### config.mk
export PLATFORM = sky130hd
export DESIGN_NAME = spike_rate_encoder
export DESIGN_NICKNAME = d
export VERILOG_FILES = /design/src/rtl/spike_rate_encoder.sv
export SDC_FILE = /design/constraint.sdc
export NUM_CORES = 1
export LEC_CHECK = 0
export BUFFER_PORTS_ARGS = -buffer_cell sky130_fd_sc_hd__buf_2
export CAP_MARGIN = 15
export CORE_MARGIN = 2
export CORE_UTILIZATION = 35
export DETAILED_ROUTE_END_ITERATION = 12
export MAX_ROUTING_LAYER = met4
export PLACE_DENSITY = 0.48
export SLEW_MARGIN = 25
export SYNTH_ARGS = -nofsm -noshare
export SYNTH_HDL_FRONTEND = slang
export SYNTH_SLANG_ARGS = --single-unit
### constraint.sdc
create_clock -name clk -period 2.4 [get_ports clk]
set_input_delay 0.24 -clock clk [delete_from_list [all_inputs] [get_ports clk]]
set_output_delay 0.24 -clock clk [all_outputs]
set_load 0.05 [all_outputs]
### src/rtl/spike_rate_encoder.sv
// spike_rate_encoder
//
// Turns per-channel 8-bit intensities into Bernoulli rate-coded spike trains
// that feed the spiking neuron's inputs[] and learn pins. Each run lasts
// `window` timesteps, one timestep per clock. A 16-bit Galois LFSR supplies
// the random bytes and is reseeded on every start, so identical windows give
// identical spike trains.
//
// Ports:
//   clk         single clock, rising edge
//   reset       synchronous reset, active low
//   load_valid  offer a write of one channel intensity
//   load_ready  high only while idle
//   load_chan   target channel; indices >= CHANNELS are dropped
//   load_value  intensity value
//   start       begin a window (sampled only while idle)
//   window      window length in timesteps, sampled with start
//   learn_en    learn enable for the window, sampled with start
//   spikes      registered spike vector, bit i drives neuron inputs[i]
//   learn       registered learn pin
//   busy        high while the window runs
//   done        one-cycle pulse at the end of the window
//
// Build option: define SPIKE_ENC_REFRACTORY_EN to add a one-timestep
// refractory period per channel (at most one spike every two timesteps).

module spike_rate_encoder #(
    parameter int unsigned CHANNELS = 8,
    parameter int unsigned VAL_W    = 8,
    parameter logic [15:0] SEED     = 16'hACE1
) (
    input  logic                clk,
    input  logic                reset,
    input  logic                load_valid,
    output logic                load_ready,
    input  logic [2:0]          load_chan,
    input  logic [VAL_W-1:0]    load_value,
    input  logic                start,
    input  logic [7:0]          window,
    input  logic                learn_en,
    output logic [CHANNELS-1:0] spikes,
    output logic                learn,
    output logic                busy,
    output logic                done
);

    typedef enum logic [1:0] {StIdle, StRun, StDone} state_e;

    localparam logic [15:0] LfsrTaps = 16'hB400;

    state_e              state_q, state_d;
    logic [7:0]          remaining_q, remaining_d;
    logic                learn_en_q, learn_en_d;
    logic [15:0]         lfsr_q, lfsr_d;
    logic [CHANNELS-1:0] spikes_q, spikes_d;
    logic                learn_q, learn_d;
    logic [VAL_W-1:0]    val_q [CHANNELS];
    logic [CHANNELS-1:0] cmp;
    logic [CHANNELS-1:0] hit;
    logic                wr_en;

    // Rotate left of a byte: upper byte of {x, x} << n.
    function automatic logic [7:0] rotl8(input logic [7:0] x, input int unsigned n);
        logic [15:0] d;
        d = {x, x} << n;
        return d[15:8];
    endfunction

    // Each channel sees the same LFSR byte rotated by its index, which keeps
    // channels decorrelated without a second generator.
    always_comb begin
        cmp = '0;
        for (int unsigned i = 0; i < CHANNELS; i++) begin
            cmp[i] = val_q[i] > VAL_W'(rotl8(lfsr_q[7:0], i % 8));
        end
    end

`ifdef SPIKE_ENC_REFRACTORY_EN
    logic [CHANNELS-1:0] refr_q, refr_d;

    // A flag set by a spike blocks the next compare of that channel, then clears.
    assign hit = cmp & ~refr_q;

    always_comb begin
        refr_d = refr_q;
        unique case (state_q)
            StRun:   refr_d = hit;
            StDone:  refr_d = '0;
            default: ;
        endcase
    end

    always_ff @(posedge clk) begin
        if (!reset) begin
            refr_q <= '0;
        end else begin
            refr_q <= refr_d;
        end
    end
`else
    assign hit = cmp;
`endif

    // Loads are only accepted while idle; out-of-range channels are silently dropped.
    assign wr_en = load_valid && (state_q == StIdle) && (32'(load_chan) < CHANNELS);

    always_ff @(posedge clk) begin
        if (!reset) begin
            for (int unsigned i = 0; i < CHANNELS; i++) begin
                val_q[i] <= '0;
            end
        end else if (wr_en) begin
            val_q[load_chan] <= load_value;
        end
    end

    always_comb begin
        state_d     = state_q;
        remaining_d = remaining_q;
        learn_en_d  = learn_en_q;
        lfsr_d      = lfsr_q;
        spikes_d    = spikes_q;
        learn_d     = learn_q;
        unique case (state_q)
            StIdle: begin
                if (start) begin
                    remaining_d = window;
                    learn_en_d  = learn_en;
                    lfsr_d      = SEED;
                    state_d     = (window == 8'd0) ? StDone : StRun;
                end
            end
            StRun: begin
                remaining_d = remaining_q - 8'd1;
                lfsr_d      = {1'b0, lfsr_q[15:1]} ^ (lfsr_q[0] ? LfsrTaps : 16'h0000);
                spikes_d    = hit;
                learn_d     = learn_en_q;
                if (remaining_q == 8'd1) begin
                    state_d = StDone;
                end
            end
            StDone: begin
                spikes_d = '0;
                learn_d  = 1'b0;
                state_d  = StIdle;
            end
            default: state_d = StIdle;
        endcase
    end

    always_ff @(posedge clk) begin
        if (!reset) begin
            state_q     <= StIdle;
            remaining_q <= '0;
            learn_en_q  <= 1'b0;
            lfsr_q      <= SEED;
            spikes_q    <= '0;
            learn_q     <= 1'b0;
        end else begin
            state_q     <= state_d;
            remaining_q <= remaining_d;
            learn_en_q  <= learn_en_d;
            lfsr_q      <= lfsr_d;
            spikes_q    <= spikes_d;
            learn_q     <= learn_d;
        end
    end

    assign spikes     = spikes_q;
    assign learn      = learn_q;
    assign busy       = (state_q == StRun);
    assign done       = (state_q == StDone);
    assign load_ready = (state_q == StIdle);

endmodule

==> results of run 1 <==
per-stage QoR:
step | total power, uW | hold slack (ns)
finish | 4340 | 0.145
global route | 4570 | 0.167
CTS | 4390 | 0.135
detailed placement | 3050 | 0.465
global placement | 3030 | 0.454
floorplan | 2700 | 0.396
metal layers:
metal  up-vias  track usage (%)  part of all wire (%)  wire length [um]
li1       1991                -                     -                 -
met1      1879             24.3                    47              6640
met2        76             29.7                    47              6650
met3        20             3.59                   3.7               520
met4         0             7.42                   2.3               329
met5         -                -                     0                 0
synth_stat cells (2+ instances only):
cell type	count
a21boi_0	2
a21oi_1	32
a221oi_1	8
a22oi_1	8
a2bb2oi_1	2
and2_1	65
clkbuf_1	12
dfxtp_1	36
edfxtp_1	64
ha_1	69
inv_1	30
nand2_1	29
nand2b_1	7
nand3_1	4
nand4_1	17
nor2_1	13
nor2b_1	19
nor3_1	7
nor4_1	4
o211a_1	8
o211ai_1	8
o21ai_0	38
o22ai_1	8
xor2_1	3
area by class of cell:
cell class | instances | area [sq um]
fill | 1478 | 8990
multi-input combinational | 368 | 2670
sequential | 100 | 2640
timing repair buffer | 53 | 310
tap | 211 | 264
clock buffer | 10 | 229
inverter | 31 | 116
clock inverter | 6 | 31.3
worst max-delay path, delay by kind of cell, from the launching register on:
kind                       cells  cell delay (ns)
DFF                            1             0.32
adders and majority gates      1             0.39
buffers and inverters          2             0.27
and+or+nand+nor                3             0.70
power by group through the flow:
stage / Clock, uW / Sequential, uW / Combinational [uW]
2_1_floorplan: 0 / 2080 / 623
3_3_place_gp: 0 / 2050 / 975
3_5_place_dp: 0 / 2060 / 994
4_1_cts: 1370 / 2020 / 1000
5_1_grt: 1440 / 2030 / 1100
6_report: 1340 / 2020 / 988
registers in the layout, indices dropped and copies added, names as in the netlist:
name         count
state_q          2
val_q           64
learn            1
learn_en_q       1
spikes           8
remaining_q      8
lfsr_q          16
final timing paths:
check | from | endpoint | slack (ns) | cells past startpoint
setup / recovery | state_q[0] | val_q[0][0] | 0.38 | 6
hold / removal | learn_en | learn_en_q | 0.15 | 3
hold reg to reg | lfsr_q[12] | lfsr_q[12] | 0.47 | 2
setup reg to reg | state_q[0] | val_q[0][0] | 0.38 | 6
logic make-up (layout without fill, tap and decap cells):
group / after synthesis / in the layout
mux: 2 / 2
simple gates: 170 / 170
buf+inv: 44 / 100
compound gates: 124 / 124
flops: 100 / 100
xor+xnor: 3 / 3
fa+ha+maj: 69 / 69
==> run_results.csv, run 1 <==
group,metric,value,unit
clocking,clockRootBuffer,"clkbuf_16",
yosys,ys_seq_area_share,48.2,%
clocking,worstSkewPairLatency,0.36,ns
layout,design_area,0.00626,sq mm
place,place_area,0.00600,sq mm
global_routing,track_usage,18.9,%
yosys,yosysTopAreaCell,"edfxtp_1",
clocking,clockBufferDepth,2,
yosys,yosys.area.top_type_share,35.1,%
sta,post-route-min-period,2.02,ns
layout,drive_above_1_share,12.3,%
worst_setup_path,critPathSlowestCell,"ha_1",
sta,rsz0062_at_grt,"false",
power,comb_power_share,22.7,%
place,hpwl,9710,um
layout,fin_nets,656,
worst_setup_path,worstPathRequired,2.42,ns
global_routing,grt_pass1_wl,22200,um
yosys,syn-cell-area,0.00548,sq mm
layout,final_cells,779,
die,initial_utilization,35.9,%
clocking,cts_made_buffers,9,
worst_setup_path,critPathMaxStageDelay,0.39,ns
power,power.share.sequential,46.4,%
power,p_leak,0.00259,uW
clocking,post_cts_resized,0,
sta,finClkSkew,0.00939,ns
yosys,avgSynthCellArea,10.7,sq um
die,die_w,129,um
place,dp_cells,763,
detailed_routing,ant_nets,0,
sta,fin_setup_tns,0,ns
detailed_routing,via_per_inst,5.09,
detailed_routing,vias,3966,
detailed_routing,drtIter0Drc,218,
clocking,clkSlewWorstSetupHoldPaths,0.07,ns
yosys,synth.distinct_cells,43,
yosys,yosys-top-cells-area,"edfxtp_1 35%, ha_1 16%, dfxtp_1 13%",
outcome,outcome,"finished clean",
sta,final-setup-viol-count,0,
layout,final_cell_mix,"69 x ha_1, 65 x and2_1, 64 x edfxtp_1, 38 x o21ai_0, 36 x dfxtp_1",
yosys,synth.area.mux_share,0.388,%
sta,fin_ws,0.380,ns
die,dieHeight,129,um
worst_setup_path,critPathMaxFanout,10,
power,power_density,694,mW/mm^2
yosys,synthSimpleGateAreaFrac,17.4,%
worst_setup_path,end_kind,"register",
sta,relSlewSlack,59.5,%
die,placementRows,45,
detailed_routing,post_drt_wl_per_cell,18.2,um
yosys,synth_xor_xnor_area_share,0.480,%
yosys,dominantRegCellSynth,"edfxtp_1",
place,gp_congestion,0.811,
power,p_int,2970,uW
detailed_routing,drc,0,
layout,mostFrequentLayoutCell,"ha_1",
yosys,synth-warning-count,0,
clocking,postCtsSetupBuffers,0,
layout,fin_util,41.0,%
yosys,synth_top_family_by_area,"simple AND/OR/NAND/NOR gates",
yosys,async_flop_share,0,%
yosys,synth_adder_area_share,15.8,%
die,io_pins,36,
die,design.die.area,0.0167,sq mm
worst_hold_path,hold_class,"primary input to register",
global_routing,grt_overflow_total,0,
place,post-place-ws,0.353,ns
layout,area_growth,14.3,%
worst_setup_path,worstSetupStartpointType,"register",
die,core,0.0153,sq mm
power,swShare,31.6,%
sta,slew_viol_final,0,
clocking,cts.sinks,100,
power,vdd_drop_max,0.269,mV
clocking,postCtsHoldBufs,0,
run,maxCapViolations,0,
clocking,cts_tree,"yes",
global_routing,grt_max_degree,38,
detailed_routing,dr.pass1.iters,4,
yosys,syn_nets,605,
sta,worst_slew_pin_slew,0.608,ns
worst_setup_path,worstPathCellList,"inv_1, ha_1, nand4b_1, nor3_1, buf_4, nand2b_1",
yosys,synth_cells,512,
clocking,cts-htree-levels,3,
yosys,synth_compound_area_share,14.7,%
worst_setup_path,path_class,"register to register",
layout,diodes,0,
yosys,synth_edf_count,64,
worst_setup_path,cp_data_arrival_time,2.04,ns
global_routing,antenna_found_initial,0,
place,port_buffers,35,
power,switching_power,1370,uW
power,pwr-share-clk,30.8,%
sta,finalCritPeriodShare,84.2,%
global_routing,grt_pass1_vias,4006,
detailed_routing,routed_wl,14100,um
sta,hold_viol,0,
sta,clock.fmax,495,MHz
yosys,ys_seq_elements,100,
Note: power is estimated with default switching activity, not from simulation.
==> run 2, diff against run 1 <==
Settings changed: PLACE_DENSITY 0.48 to 0.5.
Clock period 2.4 ns to 1.7 ns, I/O delays scaled along.
==> run_results.csv, run 2 (synthesized netlist as in run 1, its figures left out) <==
group,metric,value,unit
worst_setup_path,critPathMaxStageDelay,0.35,ns
worst_setup_path,path_depth,7,
worst_setup_path,worstPathCellList,"inv_2, ha_4, clkinv_1, buf_4, a221oi_1, o21ai_0, o211a_1",
power,switching_power,2090,uW
layout,area_growth,23.6,%
sta,finalCritPeriodShare,96.3,%
worst_setup_path,crit_family,"compound AO/OA/AOI/OAI gates",
place,gp_congestion,0.799,
detailed_routing,drc,0,
die,dieHeight,129,um
layout,diodes,0,
die,placementRows,45,
sta,holdWs,0.0815,ns
run,maxCapViolations,0,
layout,mostFrequentLayoutCell,"ha_1",
sta,post-route-min-period,1.64,ns
power,swShare,30.7,%
die,initial_utilization,35.9,%
power,p_int,4700,uW
detailed_routing,dr.pass1.iters,5,
worst_setup_path,worst-path-buf-inv,3,
clocking,cts_made_buffers,9,
power,pwr-share-clk,34.3,%
die,io_pins,36,
place,port_buffers,35,
sta,slew_viol_final,0,
clocking,clockBufferDepth,2,
layout,design_area,0.00677,sq mm
clocking,cts_tree,"yes",
worst_hold_path,hold_class,"primary input to register",
clocking,clockRootBuffer,"clkbuf_16",
worst_setup_path,r2r_cells,7,
worst_setup_path,critPathMaxFanout,4,
sta,hold_viol,0,
clocking,cts-htree-levels,3,
worst_setup_path,worstPathRequired,1.95,ns
sta,clock.fmax,611,MHz
power,p_leak,0.00283,uW
clocking,cts.sinks,100,
layout,fin_nets,687,
die,die_w,129,um
detailed_routing,ant_nets,0,
sta,final-setup-viol-count,0,
detailed_routing,routed_wl,14600,um
layout,largest_register_ffs,64,
sta,rsz0062_at_grt,"true",
power,total_power,6780,uW
global_routing,track_usage,19.1,%
sta,finClkSkew,0.00883,ns
worst_setup_path,critPathSlowestCell,"dfxtp_1",
sta,fin_setup_tns,0,ns
global_routing,grt_max_degree,32,
place,hpwl,10500,um
detailed_routing,via_per_inst,5.09,
worst_setup_path,path_class,"register to register",
layout,drive_above_1_share,22.0,%
power,power_density,1000,mW/mm^2
global_routing,grt_pass1_wl,22800,um
global_routing,grt_overflow_total,0,
worst_setup_path,worstSetupStartpointType,"register",
worst_setup_path,cp_data_arrival_time,1.89,ns
worst_hold_path,whs_path_depth,3,
sta,worst_slew_pin_slew,0.409,ns
sta,relSlewSlack,72.7,%
layout,top_register,"val_q",
power,vdd_drop_max,0.497,mV
detailed_routing,post_drt_wl_per_cell,18.1,um
global_routing,grt_pass1_vias,4090,
clocking,clkSlewWorstSetupHoldPaths,0.07,ns
global_routing,antenna_found_initial,0,
worst_setup_path,end_kind,"register",
layout,fillers,1433,
worst_setup_path,r2r_slack,0.06,ns
place,place_area,0.00633,sq mm
clocking,postCtsHoldBufs,0,
clocking,worstSkewPairLatency,0.36,ns
power,power.share.sequential,41.7,%
outcome,outcome,"finished clean",
die,core,0.0153,sq mm
layout,final_cell_mix,"66 x ha_1, 65 x and2_1, 64 x edfxtp_1, 42 x buf_4",
die,design.die.area,0.0167,sq mm
power,comb_power_share,24.0,%
layout,largestRegisters,"val_q x64, lfsr_q x16",
detailed_routing,drtIter0Drc,266,
detailed_routing,vias,4119,
-- run 2: layer usage --
| layer | vias up | share of wire [%] | global-route usage [%] |
|---|---|---|---|
| met4 | 0 | 1.3 | 5.37 |
| met2 | 59 | 48 | 31.0 |
| met3 | 16 | 3.4 | 2.48 |
| li1 | 2050 | - | - |
| met1 | 1994 | 48 | 25.2 |
| met5 | - | 0 | - |
-- run 2: area by class of cell --
class	instances	area, sq um	share of cell area, %
Tap cell	211	264	3.90
Clock inverter	7	105	1.55
Inverter	31	120	1.77
Multi-Input combinational cell	368	2780	41.1
Sequential cell	100	2650	39.1
Timing Repair Buffer	84	628	9.28
Clock buffer	9	225	3.33
-- run 2: power by group through the flow --
| stage | Sequential [uW] | Clock, uW | Combinational [uW] |
|---|---|---|---|
| 2_1_floorplan | 2940 | 0 | 925 |
| 3_3_place_gp | 2880 | 0 | 1570 |
| 3_5_place_dp | 2880 | 0 | 1590 |
| 4_1_cts | 2830 | 2380 | 1610 |
| 5_1_grt | 2850 | 2460 | 1800 |
| 6_report | 2830 | 2330 | 1630 |
-- run 2: through the flow --
| stage | util, % | instances | setup slack (ns) |
|---|---|---|---|
| after global routing | 44.4 | 810 | -0.0423 |
| after global placement | 41.5 | 790 | 0.0123 |
| final | 44.4 | 810 | 0.0633 |
| after detailed placement | 41.5 | 790 | 0.0194 |
| after floorplan | - | 512 | -0.230 |
| after CTS | 43.7 | 806 | 0.00154 |
-- run 2: what timing repair did --
action / CTS / global route
endpoints found under the setup margin: 0 / 68
resized for setup: 0 / 25
buffers inserted: 0 / 4
-- run 2: worst paths after layout --
path              startpoint    endpoint
setup / recovery  state_q[0]   spikes[2]
hold / removal      learn_en  learn_en_q
setup reg to reg  state_q[0]   spikes[2]
hold reg to reg   lfsr_q[12]  lfsr_q[12]
-- run 2: worst reg2reg max path: cells and delay by family (launching register included) --
| family | cells | cell delay, ns |
|---|---|---|
| AO/OA/AOI/OAI | 3 | 0.63 |
| adder cells (fa/ha/maj) | 1 | 0.27 |
| buffers and inverters | 3 | 0.30 |
| flip-flops | 1 | 0.35 |
==> run 3, diff against run 2 <==
==> constraint.sdc (replaced) <==
create_clock -name clk -period 1.7 [get_ports clk]
set_input_delay 0.255 -clock clk [delete_from_list [all_inputs] [get_ports clk]]
set_output_delay 0.255 -clock clk [all_outputs]
set_load 0.05 [all_outputs]
==> run_results.csv, run 3 (synthesized netlist as in run 1, its figures left out) <==
group,metric,value,unit
layout,diodes,0,
clocking,worstSkewPairLatency,0.36,ns
clocking,postCtsHoldBufs,0,
worst_hold_path,min_from,"learn_en",
global_routing,grt_overflow_total,0,
sta,hold_viol,0,
power,total_power,6790,uW
detailed_routing,dr.pass1.iters,4,
die,initial_utilization,35.9,%
worst_setup_path,r2r_start,"lfsr_q[5]",
layout,largest_register_ffs,64,
detailed_routing,wl_met3,390,um
worst_setup_path,worstPathRequired,1.95,ns
layout,final_cell_mix,"66 x ha_1, 65 x and2_1, 64 x edfxtp_1, 40 x buf_4",
detailed_routing,via_per_inst,5.08,
detailed_routing,ant_nets,0,
clocking,cts_tree,"yes",
worst_setup_path,r2r_slack,0.06,ns
run,maxCapViolations,0,
global_routing,antenna_found_initial,0,
die,placementRows,45,
clocking,clockRootBuffer,"clkbuf_16",
power,power_density,1000,mW/mm^2
worst_setup_path,cp_data_arrival_time,1.89,ns
global_routing,grt_pass1_vias,4097,
detailed_routing,drtIter0Drc,228,
detailed_routing,vias,4113,
worst_setup_path,critPathMaxFanout,6,
global_routing,track_usage,19.1,%
clocking,clockBufferDepth,2,
detailed_routing,met2_wirelength,6990,um
worst_hold_path,min_delay_worst_endpoint,"learn_en_q",
layout,largestRegisters,"val_q x64, lfsr_q x16",
clocking,cts.sinks,100,
clocking,cts_made_buffers,9,
layout,area_growth,23.7,%
die,io_pins,36,
power,vdd_drop_max,0.493,mV
clocking,clkSlewWorstSetupHoldPaths,0.07,ns
global_routing,grt_max_degree,32,
sta,relSlewSlack,72.7,%
die,core,0.0153,sq mm
die,die_w,129,um
detailed_routing,routed_wl,14600,um
detailed_routing,top_layer_used,"met4",
die,design.die.area,0.0167,sq mm
worst_hold_path,hold_class,"primary input to register",
sta,final-setup-viol-count,0,
sta,post-route-min-period,1.64,ns
power,p_leak,0.00283,uW
layout,top_register,"val_q",
place,port_buffers,35,
place,hpwl,10500,um
detailed_routing,drt-met1-wl,7050,um
detailed_routing,post_drt_wl_per_cell,18.0,um
global_routing,grt_pass1_wl,22800,um
detailed_routing,drc,0,
sta,finalCritPeriodShare,96.3,%
place,gp_congestion,0.799,
sta,worst_slew_pin_slew,0.409,ns
outcome,outcome,"finished clean",
sta,finClkSkew,0.00891,ns
layout,drive_above_1_share,22.0,%
sta,rsz0062_at_grt,"true",
layout,fin_util,44.4,%
worst_setup_path,r2r_end,"spikes[2]",
worst_setup_path,r2r_cells,5,
sta,clock.fmax,611,MHz
sta,slew_viol_final,0,
worst_setup_path,worstSetupStartpointType,"register",
place,post-place-ws,0.0194,ns
die,dieHeight,129,um
layout,fin_nets,687,
worst_setup_path,end_kind,"register",
clocking,cts-htree-levels,3,
layout,mostFrequentLayoutCell,"ha_1",
sta,fin_ws,0.0631,ns
worst_hold_path,whs_path_depth,3,
worst_setup_path,path_class,"register to register",
==> run 3: critical path: stages, from the launching register on <==
cell      delay, ns
dfxtp_1        0.31
inv_1          0.30
ha_1           0.32
a221oi_1       0.25
o21ai_0        0.13
o211a_1        0.23
==> run 3: layer usage <==
layer	vias to the layer above	global-route usage (%)
li1	2052	-
met2	60	31.1
met4	0	5.37
met5	-	-
met1	1990	25.2
met3	11	2.48
==> run 3: power breakdown <==
| group | internal, uW | switching [uW] | total (uW) |
|---|---|---|---|
| combinational | 648 | 987 | 1640 |
| sequential | 2740 | 92.3 | 2830 |
| clock | 1320 | 1010 | 2320 |
==> run 3: metrics by stage <==
| step | hold WS, ns | cell area [sq um] | setup TNS (ns) | cells |
|---|---|---|---|---|
| floorplan | 0.411 | 5550 | -10.24 | 512 |
| global placement | 0.456 | 6330 | 0 | 790 |
| detailed placement | 0.458 | 6330 | 0 | 790 |
| CTS | 0.159 | 6670 | 0 | 806 |
| global route | 0.188 | 6780 | -0.0605 | 810 |
| finish | 0.168 | 6780 | 0 | 810 |
==> run 3: final cells by class <==
class	count	area, sq um
timing repair buffer	84	636
fill	1433	8480
tap	211	264
inverter	31	120
clock inverter	7	105
multi-input combinational	368	2780
clock buffer	9	225
sequential	100	2650
==> run 3: timing repair <==
| item | in CTS | in global routing |
|---|---|---|
| pin swaps | 0 | 2 |
| buffers inserted | 0 | 4 |
| gates resized for setup | 2 | 24 |
| setup endpoints to repair | 1 | 68 |
| cloned | 0 | 0 |
==> run 3: worst max path at each step <==
| stage | from | slack, ns | end |
|---|---|---|---|
| final | lfsr_q[5] | 0.06 | spikes[2] |
| after detailed placement | state_q[1] | 0.02 | val_q[3][6] |
| after floorplan | state_q[1] | -0.23 | val_q[0][0] |
| after global placement | lfsr_q[2] | 0.01 | spikes[5] |
| after global routing | lfsr_q[5] | -0.04 | spikes[5] |
| after CTS | lfsr_q[2] | 0.002 | spikes[5] |
